===== src/rtl/vga_frame_scheduler.sv =====
// VGA raster sequencer and game-tick scheduler; x/y/sync/de registered together (one clk after pix_stb).
// No backpressure on the raster; tick_req holds until tick_ack, a tick due while still pending sets overrun.
module vga_frame_scheduler #(
    parameter int H_ACTIVE = 640,
    parameter int H_FP     = 16,
    parameter int H_SYNC   = 96,
    parameter int H_BP     = 48,
    parameter int V_ACTIVE = 480,
    parameter int V_FP     = 10,
    parameter int V_SYNC   = 2,
    parameter int V_BP     = 33
) (
    input  logic       clk,
    input  logic       rst,
    input  logic       pix_stb,
    input  logic [3:0] tick_div,
    input  logic       pause,
    input  logic       tick_ack,
    output logic       hsync,
    output logic       vsync,
    output logic       de,
    output logic [9:0] x,
    output logic [9:0] y,
    output logic       frame_end,
    output logic       tick_req,
    output logic       overrun
);

    localparam int H_TOTAL = H_ACTIVE + H_FP + H_SYNC + H_BP;
    localparam int V_TOTAL = V_ACTIVE + V_FP + V_SYNC + V_BP;

    localparam logic [9:0] X_LAST   = 10'(H_TOTAL - 1);
    localparam logic [9:0] Y_LAST   = 10'(V_TOTAL - 1);
    localparam logic [9:0] HS_START = 10'(H_ACTIVE + H_FP);
    localparam logic [9:0] HS_END   = 10'(H_ACTIVE + H_FP + H_SYNC);
    localparam logic [9:0] VS_START = 10'(V_ACTIVE + V_FP);
    localparam logic [9:0] VS_END   = 10'(V_ACTIVE + V_FP + V_SYNC);
    localparam logic [9:0] X_VIS    = 10'(H_ACTIVE);
    localparam logic [9:0] Y_VIS    = 10'(V_ACTIVE);

    logic [9:0] x_nxt, y_nxt;
    logic       frame_wrap;
    logic [3:0] frame_cnt;
    logic [3:0] div_eff;
    logic [4:0] cnt_inc;
    logic       tick_due;

    // Decode is done on the next position so sync/de land on the same edge as x/y.
    always_comb begin
        x_nxt      = x;
        y_nxt      = y;
        frame_wrap = 1'b0;
        if (pix_stb) begin
            if (x == X_LAST) begin
                x_nxt = '0;
                if (y == Y_LAST) begin
                    y_nxt      = '0;
                    frame_wrap = 1'b1;
                end else begin
                    y_nxt = y + 10'd1;
                end
            end else begin
                x_nxt = x + 10'd1;
            end
        end
    end

    always_comb begin
        div_eff  = (tick_div == 4'd0) ? 4'd1 : tick_div;
        cnt_inc  = {1'b0, frame_cnt} + 5'd1;
        tick_due = frame_end && !pause && (cnt_inc >= {1'b0, div_eff});
    end

    always_ff @(posedge clk) begin
        if (rst) begin
            x         <= '0;
            y         <= '0;
            hsync     <= 1'b1;
            vsync     <= 1'b1;
            de        <= 1'b1;
            frame_end <= 1'b0;
            frame_cnt <= '0;
            tick_req  <= 1'b0;
            overrun   <= 1'b0;
        end else begin
            x         <= x_nxt;
            y         <= y_nxt;
            hsync     <= !((x_nxt >= HS_START) && (x_nxt < HS_END));
            vsync     <= !((y_nxt >= VS_START) && (y_nxt < VS_END));
            de        <= (x_nxt < X_VIS) && (y_nxt < Y_VIS);
            frame_end <= frame_wrap;

            if (pause) begin
                frame_cnt <= '0;
            end else if (frame_end) begin
                frame_cnt <= tick_due ? 4'd0 : cnt_inc[3:0];
            end

            // A new tick wins over a same-cycle ack; it only counts as overrun if unacked.
            if (tick_due) begin
                tick_req <= 1'b1;
                if (tick_req && !tick_ack) begin
                    overrun <= 1'b1;
                end
            end else if (tick_ack) begin
                tick_req <= 1'b0;
            end
        end
    end

endmodule


===== config.mk =====
export PLATFORM = sky130hd
export DESIGN_NAME = vga_frame_scheduler
export DESIGN_NICKNAME = d
export VERILOG_FILES = /design/src/rtl/vga_frame_scheduler.sv
export SDC_FILE = /design/constraint.sdc
export NUM_CORES = 1
export LEC_CHECK = 0
export CAP_MARGIN = 40
export CORE_MARGIN = 2
export CORE_UTILIZATION = 51
export CTS_BUF_LIST = sky130_fd_sc_hd__clkbuf_16
export DETAILED_ROUTE_END_ITERATION = 16
export PLACE_DENSITY_LB_ADDON = 0.08
export SLEW_MARGIN = 20
export SYNTH_ARGS = -nofsm -noshare
export SYNTH_HDL_FRONTEND = slang
export SYNTH_SLANG_ARGS = --single-unit

===== constraint.sdc =====
create_clock -name clk -period 2.27 [get_ports clk]
set_input_delay 0.227 -clock clk [delete_from_list [all_inputs] [get_ports clk]]
set_output_delay 0.227 -clock clk [all_outputs]
set_load 0.1 [all_outputs]

==> impl_metrics.tcl, run 1 <==
set metrics [dict create \
    clkPwrFrac_pct 52.7 \
    fin_skew_ps 3.90 \
    place_congestion 0.883 \
    arrival_ps 2340 \
    ys.warnings.count 0 \
    drtAntennaViolNets 0 \
    synth.yosys.seq_area_share_pct 34.8 \
    crit_required_ps 2460 \
    clk_latency_ps 270 \
    grt_setup_unrepaired "false" \
    slew_headroom_pct 73.9 \
    dieArea_um2 3860 \
    synth_top_area_share_pct 34.8 \
    diodes 0 \
    power.leakage_nw 0.884 \
    viasPerCell 5.88 \
    drt-initial-drc-count 103 \
    cts_tree "built" \
    track_usage_pct 22.5 \
    fill_cells 286 \
    ir_worst_vdd_v 0.000434 \
    dp_hpwl_um 3040 \
    clock-sinks 30 \
    synth.most_common_cell "dfxtp_1" \
    finalHoldWorstSlack_ps 478 \
    io_pins 35 \
    finalSetupViolations 0 \
    area_growth_pct 29.8 \
    wire_per_inst_um 14.3 \
    synth_nets 220 \
    tightest_slew_ps 386 \
    drive_gt1_share_pct 26.3 \
    cts-root-buf "clkbuf_16" \
    switching_share_pct 20.9 \
    dieHeight_um 62.1 \
    intPower_mw 1.03 \
    min_period_ps 2160 \
    seq_power_share_pct 41.1 \
    clk_pin_slew_worst_paths_ps 50 \
    cap_violations 0 \
    drv_slew 0 \
    crit_fanout 5 \
    end_kind "register" \
    fp.coreArea_um2 3280 \
    final_nets 259 \
    gr-total-overflow 0 \
    clockBufferDepth 2 \
    core.rowCount 21 \
    path_cells "clkdlybuf4s50_1, inv_1, a31o_2, ha_1, nand2b_1, a21o_1, a21o_1, a21oi_2, or3b_2, o31ai_1" \
    fin_crit_sh_pct 94.9 \
    regArea_um2 617 \
    grt_pass1_vias 1486 \
    synth.top_cells.by_count "30 x dfxtp_1, 16 x nor2_1, 12 x a21oi_1, 12 x nor3_1, 11 x nand3_1" \
    h-tree-depth 2 \
    critPathKind "in2reg" \
    cpMostUsedCell "a21o_1" \
    status "finished, final reports clean" \
    drc 0 \
    wirelength_um 4120 \
    finalPower_mw 1.30 \
    syn_avg_cell_area_um2 8.49 \
    synth_area_um2 1720 \
    cts_buffers 5 \
    hold_viol_final 0 \
    grt_pass1_wl_um 7090 \
    crit_buf_inv 2 \
    grt_max_degree 20 \
    initial_core_util_pct 52.5 \
    p_per_area_nw_per_um2 582 \
    ys_types 46 \
    clock.fmax_ghz 0.464 \
    yosys-top-cells-area "dfxtp_1 35%, ha_1 5.8%, a21oi_1 3.5%" \
    multi_input_area_um2 1050 \
    die_x_um 62.1 \
    yosys_register_bits 30 \
    critPathMaxStageDelay_ps 460 \
    hold_class "reg2reg" \
    routed-via-count 1699 \
    grt_antenna_before_repair 0 \
    numPortBuffers 34 \
    path_delay_family "compound AO/OA/AOI/OAI gates" \
    synthFlopType "dfxtp_1" \
    worst_setup_path_start_kind "input pin" \
    async_flop_share_pct 0 \
    synthCells 203 \
    p_switching_mw 0.273 \
    drt_first_pass_iters 4 \
    synth_top_cell_by_area "dfxtp_1" \
    cp_slowest_cell "or3b_2" \
    synth_edf_count 0 \
    combPwrFrac_pct 6.2 \
]
[registers in the layout (all words and copies together) (netlist names)]
register / flops
hsync: 1
frame_end: 1
y: 10
de: 1
frame_cnt: 4
x: 10
vsync: 1
tick_req: 1
overrun: 1
[power by group through the flow]
stage / Clock [mW] / Sequential (mW) / Combinational (mW)
detailed placement: 0 / 0.545 / 0.0801
floorplan: 0 / 0.567 / 0.0266
global route: 0.733 / 0.535 / 0.0860
global placement: 0 / 0.545 / 0.0762
finish: 0.686 / 0.535 / 0.0806
CTS: 0.696 / 0.535 / 0.0802
[layer usage]
layer,vias to the layer above,track usage (%),share of wire (%)
li1,819,-,-
met1,813,29.1,43
met2,61,36.7,49
met3,6,5.98,6.1
met4,0,7.22,1.2
met5,-,0,0
[cells in the final DEF (no fill, tap or decap), types with 2 or more instances in the layout]
cell,n
a211oi_1,3
a21o_1,2
a21oi_1,11
a21oi_2,2
a31o_2,3
a31oi_1,2
and3_1,4
and4_1,4
and4_2,2
buf_4,33
clkbuf_16,6
clkdlybuf4s50_1,8
clkinv_2,2
dfxtp_1,21
dfxtp_2,7
dfxtp_4,2
ha_1,8
inv_1,7
nand2_1,10
nand2b_1,7
nand3_1,11
nand3b_1,6
nand4_1,7
nor2_1,16
nor2b_1,5
nor3_1,12
nor4b_2,2
o21ai_0,8
o31ai_1,2
or3_1,3
xnor2_1,6
xor2_1,5
[cells by family after synthesis]
kind of cell	synth area share, %
buf+inv	4.50
simple gates	34.0
mux	0.581
compound gates	14.7
xor+xnor	5.59
fa+ha+maj	5.81
flops	34.8
[layout make-up]
type / count / share of cell area, %
multi-input cells: 157 / 46.9
flip-flops and latches: 30 / 27.6
repair buffers: 41 / 14.6
clock buffers: 6 / 6.71
well taps: 46 / 2.57
inverters: 7 / 1.17
clock inverters: 2 / 0.447
[metrics by stage]
step	setup TNS, ps	setup slack (ps)	utilization (%)	instance area [um^2]	cells
global placement	-450	-132	63.2	2070	281
floorplan	0	7.88	-	1740	203
CTS	0	23.1	68.0	2230	289
detailed placement	-1010	-247	63.2	2070	281
finish	0	115	68.2	2240	289
global route	0	12.7	68.2	2240	289
[tightest hold or removal path: cells and delay by family (launching register included)]
family             cells  cell delay, ps
DFF                    1             330
and+or+nand+nor        1              60
AOI/OAI and AO/OA      1              60
[timing repair]
action                                  4_1_cts  5_1_grt
hold buffers                                  0        0
resized for setup                             0        1
endpoints found under the setup margin        0        3
buffers inserted                              0        0
[path summary, 6_finish.rpt]
| check | startpoint | to | slack (ps) | cells after the start |
|---|---|---|---|---|
| max | tick_div[2] | overrun | 110 | 10 |
| min | overrun | overrun | 480 | 2 |
| max reg2reg | frame_cnt[0] | overrun | 190 | 7 |
| min reg2reg | overrun | overrun | 480 | 2 |
No activity file was read; power rests on OpenSTA's default activity.
==> inputs of run 2 (changes only) <==
- ABC_AREA: default -> 1
==> run 2 against run 1 <==
- setup slack improved by 360 ps
- flip-flop and latch count unchanged
- sequential share of layout area about the same
- area after synthesis decreased by 0.80%
- cell area decreased by 2.1%
- core utilization decreased by 1.4 points
- register-to-register slack improved by 320 ps
- first-iteration DRC count decreased by 23%
- total power decreased by 6.4%
- wire length decreased by 12%
- count of clock-buffer cells in the layout decreased by 1
- maximum frequency increased by 20%
- critical path type unchanged
- critical endpoint is now frame_cnt[1]
- largest cell class unchanged
- largest power group unchanged
- highest routed layer unchanged
==> impl_metrics.tcl, run 2 <==
set metrics [dict create \
    synth.most_common_cell "nand2_1" \
    synthCells 257 \
    wl_met3_um 175 \
    wirelength_um 3630 \
    dieHeight_um 61.9 \
    worstReg2RegStart "x[0]" \
    cts_resized 0 \
    finalSetupViolations 0 \
    ir_worst_vdd_v 0.000441 \
    p_per_area_nw_per_um2 557 \
    grt_antenna_before_repair 0 \
    diodes 0 \
    power.leakage_nw 1.00 \
    grt_pass1_vias 1354 \
    startpoint "tick_div[2]" \
    maxUsedRoutingLayer "met4" \
    synth-adder-area-share_pct 5.85 \
    arrival_ps 2000 \
    drv_slew 0 \
    ys_types 28 \
    grt_pass1_wl_um 5950 \
    cts_tree "built" \
    clockBufferDepth 2 \
    synthFlopType "dfxtp_1" \
    synth.top_cells.by_count "62 x nand2_1, 48 x inv_1, 30 x dfxtp_1, 28 x nor2_1, 20 x nand3_1" \
    mostFrequentLayoutCells "62 x nand2_1, 49 x inv_1, 29 x buf_4, 28 x nor2_1, 28 x dfxtp_1" \
    drtAntennaViolNets 0 \
    drive_gt1_share_pct 16.4 \
    initial_core_util_pct 52.1 \
    intPower_mw 0.953 \
    met2_wirelength_um 1660 \
    cts-root-buf "clkbuf_16" \
    finalPower_mw 1.22 \
    synth_top_cell_by_area "dfxtp_1" \
    synth-simple-area-share_pct 35.6 \
    fp.coreArea_um2 3280 \
    crit_required_ps 2470 \
    place_congestion 0.864 \
    muxShareOfSynthArea_pct 0 \
    switching_share_pct 21.9 \
    synth_edf_count 0 \
    synth_nets 274 \
    cap_violations 0 \
    wire_per_inst_um 10.5 \
    worst_setup_path_start_kind "input pin" \
    yosys-top-cells-area "dfxtp_1 35%, nand2_1 14%, inv_1 11%" \
    synth_compound_area_share_pct 11.0 \
    seq_power_share_pct 43.9 \
    yosys_register_bits 30 \
    hold_class "reg2reg" \
    slew_headroom_pct 71.9 \
    fin_skew_ps 1.99 \
    dp_hpwl_um 2780 \
    cts_buffers 5 \
    drt_first_pass_iters 4 \
    combPwrFrac_pct 5.8 \
    h-tree-depth 2 \
    critPathKind "in2reg" \
    drt-initial-drc-count 79 \
    clk_latency_ps 270 \
    synth_area_um2 1710 \
    final_common_cell "nand2_1" \
    crit_fanout 5 \
    clk_pin_slew_worst_paths_ps 50 \
    p_switching_mw 0.267 \
    numPortBuffers 34 \
    synthXorXnorAreaFrac_pct 1.02 \
    grt_setup_unrepaired "false" \
    gr-total-overflow 0 \
    tightest_slew_ps 421 \
    area_growth_pct 28.1 \
    clock.fmax_ghz 0.558 \
    hold_viol_final 0 \
    synth_top_area_share_pct 35.1 \
    m1WireLength_um 1770 \
    finalSetupTns_ps 0 \
    die_x_um 61.9 \
    cts_hold_buffers 0 \
    final_nets 315 \
    fin_crit_sh_pct 79.0 \
    syn_avg_cell_area_um2 6.66 \
    synth_top_family_by_area "simple AND/OR/NAND/NOR gates" \
    dieArea_um2 3830 \
    min_period_ps 1790 \
    synth.yosys.seq_area_share_pct 35.1 \
    async_flop_share_pct 0 \
    track_usage_pct 21.3 \
    drc 0 \
    viasPerCell 4.77 \
    ys.warnings.count 0 \
    core.rowCount 21 \
    io_pins 35 \
    post-cts-setup-buffer-count 0 \
    clock-sinks 30 \
    hp-start "x[0]" \
    clkPwrFrac_pct 50.4 \
    status "finished, final reports clean" \
    top_regs "x (10), y (10), frame_cnt (4)" \
    grt_max_degree 13 \
    routed-via-count 1644 \
    end_kind "register" \
]
-- run 2: cell types whose count changed after synthesis, moves of 4 or more --
cell | previous run | this run
nor3_1 | 12 | 2
nand3_1 | 11 | 20
inv_1 | 7 | 48
xnor2_1 | 6 | 0
nor2b_1 | 5 | 0
nand3b_1 | 6 | 0
nor2_1 | 16 | 28
nand2b_1 | 7 | 0
nand2_1 | 10 | 62
a21oi_1 | 12 | 17
and4_1 | 4 | 0
-- run 2: layout make-up --
class	count	area [um^2]
Inverter	48	180
Fill cell	308	1090
Tap cell	46	57.6
Sequential cell	30	603
Timing Repair Buffer	37	298
Multi-Input combinational cell	176	915
Clock buffer	5	125
Clock inverter	3	12.5
-- run 2: metrics by stage --
step / instance area [um^2] / hold slack (ps) / cells / util, % / worst slack, ps
after floorplan: 1710 / 298 / 257 / - / 63.3
after global placement: 2050 / 439 / 337 / 62.5 / 231
after detailed placement: 2050 / 468 / 337 / 62.5 / 183
after CTS: 2190 / 482 / 345 / 66.7 / 456
after global routing: 2190 / 494 / 345 / 66.7 / 250
final: 2190 / 481 / 345 / 66.7 / 477
-- run 2: worst paths after layout --
| check | endpoint | slack [ps] | cells past startpoint |
|---|---|---|---|
| setup / recovery | frame_cnt[1] | 480 | 11 |
| hold reg to reg | x[0] | 480 | 1 |
| hold / removal | x[0] | 480 | 1 |
| setup reg to reg | vsync | 510 | 12 |
-- run 2: cell families after synthesis --
logic type      count (synthesis)
fa+ha+maj                       8
simple gates                  132
flops                          30
buf+inv                        51
xor+xnor                        2
compound gates                 34
-- run 2: routing by layer --
metal	vias up	track usage (%)
met1	709	27.6
li1	896	-
met2	35	32.6
met4	0	8.51
met5	-	0
met3	4	7.25
-- run 2: critical path, cell delays in order --
cell,delay (ps)
clkdlybuf4s50_1,460
inv_1,50
a31o_2,240
ha_1,260
o21ai_0,150
nand2_1,60
a21oi_1,120
o21bai_1,90
nand2_1,150
nand2_1,70
a21oi_1,110
-- run 2: power groups by stage --
| stage | registers (mW) | clock network [mW] | logic (mW) |
|---|---|---|---|
| after floorplan | 0.567 | 0 | 0.0219 |
| after global placement | 0.545 | 0 | 0.0714 |
| after detailed placement | 0.546 | 0 | 0.0711 |
| after CTS | 0.535 | 0.624 | 0.0713 |
| after global routing | 0.535 | 0.655 | 0.0765 |
| final | 0.535 | 0.614 | 0.0705 |
==> inputs of run 3 (changes only) <==
- clock period: 2.27 -> 1.8 ns (I/O delays scaled with it)
==> run 3 against run 2 <==
- via count up 6.7%
- global-route usage grew 0.63 points
- flip-flop and latch count stayed put
- first-iteration DRC count shrank 5.1%
- hold slack worse by 23 ps
- sequential power increased by 25%
- sequential share of layout area shrank 1.1 points
- final cell count is 3.2% higher
- total power rose by 47%
- setup slack lost 400 ps
- clock power increased by 66%
- die area unchanged
==> impl_metrics.tcl, run 3 (synthesis gave the netlist of run 2 again) <==
set metrics [dict create \
    core.rowCount 21 \
    die_x_um 61.9 \
    place_congestion 0.818 \
    cts_hold_buffers 0 \
    mostFrequentLayoutCells "59 x nand2_1, 48 x inv_1, 39 x buf_4, 27 x nor2_1, 19 x nand3_1" \
    cts_buffers 5 \
    diodes 0 \
    fp.coreArea_um2 3280 \
    dp_hpwl_um 2870 \
    end_kind "register" \
    numPortBuffers 34 \
    fin_crit_sh_pct 95.7 \
    min_period_ps 1720 \
    top_regs "x (10), y (10), frame_cnt (4)" \
    drive_gt1_share_pct 29.4 \
    finalHoldWorstSlack_ps 458 \
    critPathKind "in2reg" \
    grt_max_degree 12 \
    hold_viol_final 0 \
    p_per_area_nw_per_um2 738 \
    ir_worst_vdd_v 0.000645 \
    track_usage_pct 21.9 \
    power.leakage_nw 1.09 \
    arrival_ps 1880 \
    cap_violations 0 \
    gr-total-overflow 0 \
    worst_setup_path_start_kind "input pin" \
    status "finished, final reports clean" \
    drv_slew 0 \
    drc 0 \
    dieHeight_um 61.9 \
    layout.cells.non_filler 356 \
    wirelength_um 4170 \
    crit_required_ps 1960 \
    routed-via-count 1754 \
    clock.fmax_ghz 0.581 \
    cts-root-buf "clkbuf_16" \
    drtAntennaViolNets 0 \
    cts_tree "built" \
    dp_cells 343 \
    grt_pass1_vias 1420 \
    finalSetupViolations 0 \
    clockBufferDepth 2 \
    h-tree-depth 2 \
    tightest_slew_ps 500 \
    drt-initial-drc-count 75 \
    slew_headroom_pct 66.5 \
    wire_per_inst_um 11.7 \
    final_common_cell "nand2_1" \
    crit_fanout 5 \
    drt_first_pass_iters 4 \
    dieArea_um2 3830 \
    grt_pass1_wl_um 6130 \
    area_growth_pct 41.8 \
    viasPerCell 4.93 \
    clock-sinks 30 \
    hold_class "reg2reg" \
    io_pins 35 \
    initial_core_util_pct 52.1 \
    finalPower_mw 1.79 \
    final_nets 326 \
    grt_antenna_before_repair 0 \
    fin_skew_ps 5.40 \
    clk_pin_slew_worst_paths_ps 50 \
    clk_latency_ps 270 \
]
-- run 3: worst paths after layout --
kind	slack, ps	endpoint	startpoint	depth (start not counted)
max	80	frame_cnt[2]	tick_div[2]	11
min	460	overrun	overrun	2
max reg2reg	90	frame_cnt[2]	frame_cnt[1]	9
min reg2reg	460	overrun	overrun	2
-- run 3: cell type report --
class | count | area [um^2]
Clock buffer | 6 | 150
Clock inverter | 2 | 33.8
Fill cell | 273 | 858
Inverter | 48 | 180
Multi-Input combinational cell | 176 | 978
Sequential cell | 30 | 642
Tap cell | 46 | 57.6
Timing Repair Buffer | 48 | 384
-- run 3: what timing repair did --
item                       4_1_cts  5_1_grt
gates resized for setup          0       19
buffers inserted                 0        5
setup endpoints to repair        0        8
-- run 3: worst max-delay path: stages --
cell             delay (ps)
clkdlybuf4s50_1         450
inv_1                    50
a31o_2                  260
ha_4                    270
o21ai_2                  50
nand2_1                  80
a21oi_2                  50
o21bai_1                220
nand2_2                 130
nand2_1                  90
a21oi_1                  60
-- run 3: report_power, final --
group,switching [mW],internal (mW),total (mW)
clock network,0.286,0.730,1.02
registers,0.00605,0.662,0.668
logic,0.0620,0.0428,0.105
total,0.354,1.44,1.79
-- run 3: through the flow --
step	setup TNS, ps	utilization (%)	worst slack (ps)	instance area [um^2]
finish	0	73.9	77.8	2430
detailed placement	-1160	65.3	-221	2140
global route	-70.7	73.9	-33.0	2430
CTS	0	70.9	47.2	2330
global placement	-1010	65.3	-185	2140
floorplan	0	-	7.89	1760
-- run 3: per-layer routing --
layer	wire length, um	up-vias	global-route usage [%]	part of all wire [%]
met5	0	-	0	0
met4	73	0	9.42	1.8
met3	204	8	6.42	4.9
met2	1970	41	32.6	47
met1	1920	783	29.6	46
li1	-	922	-	-
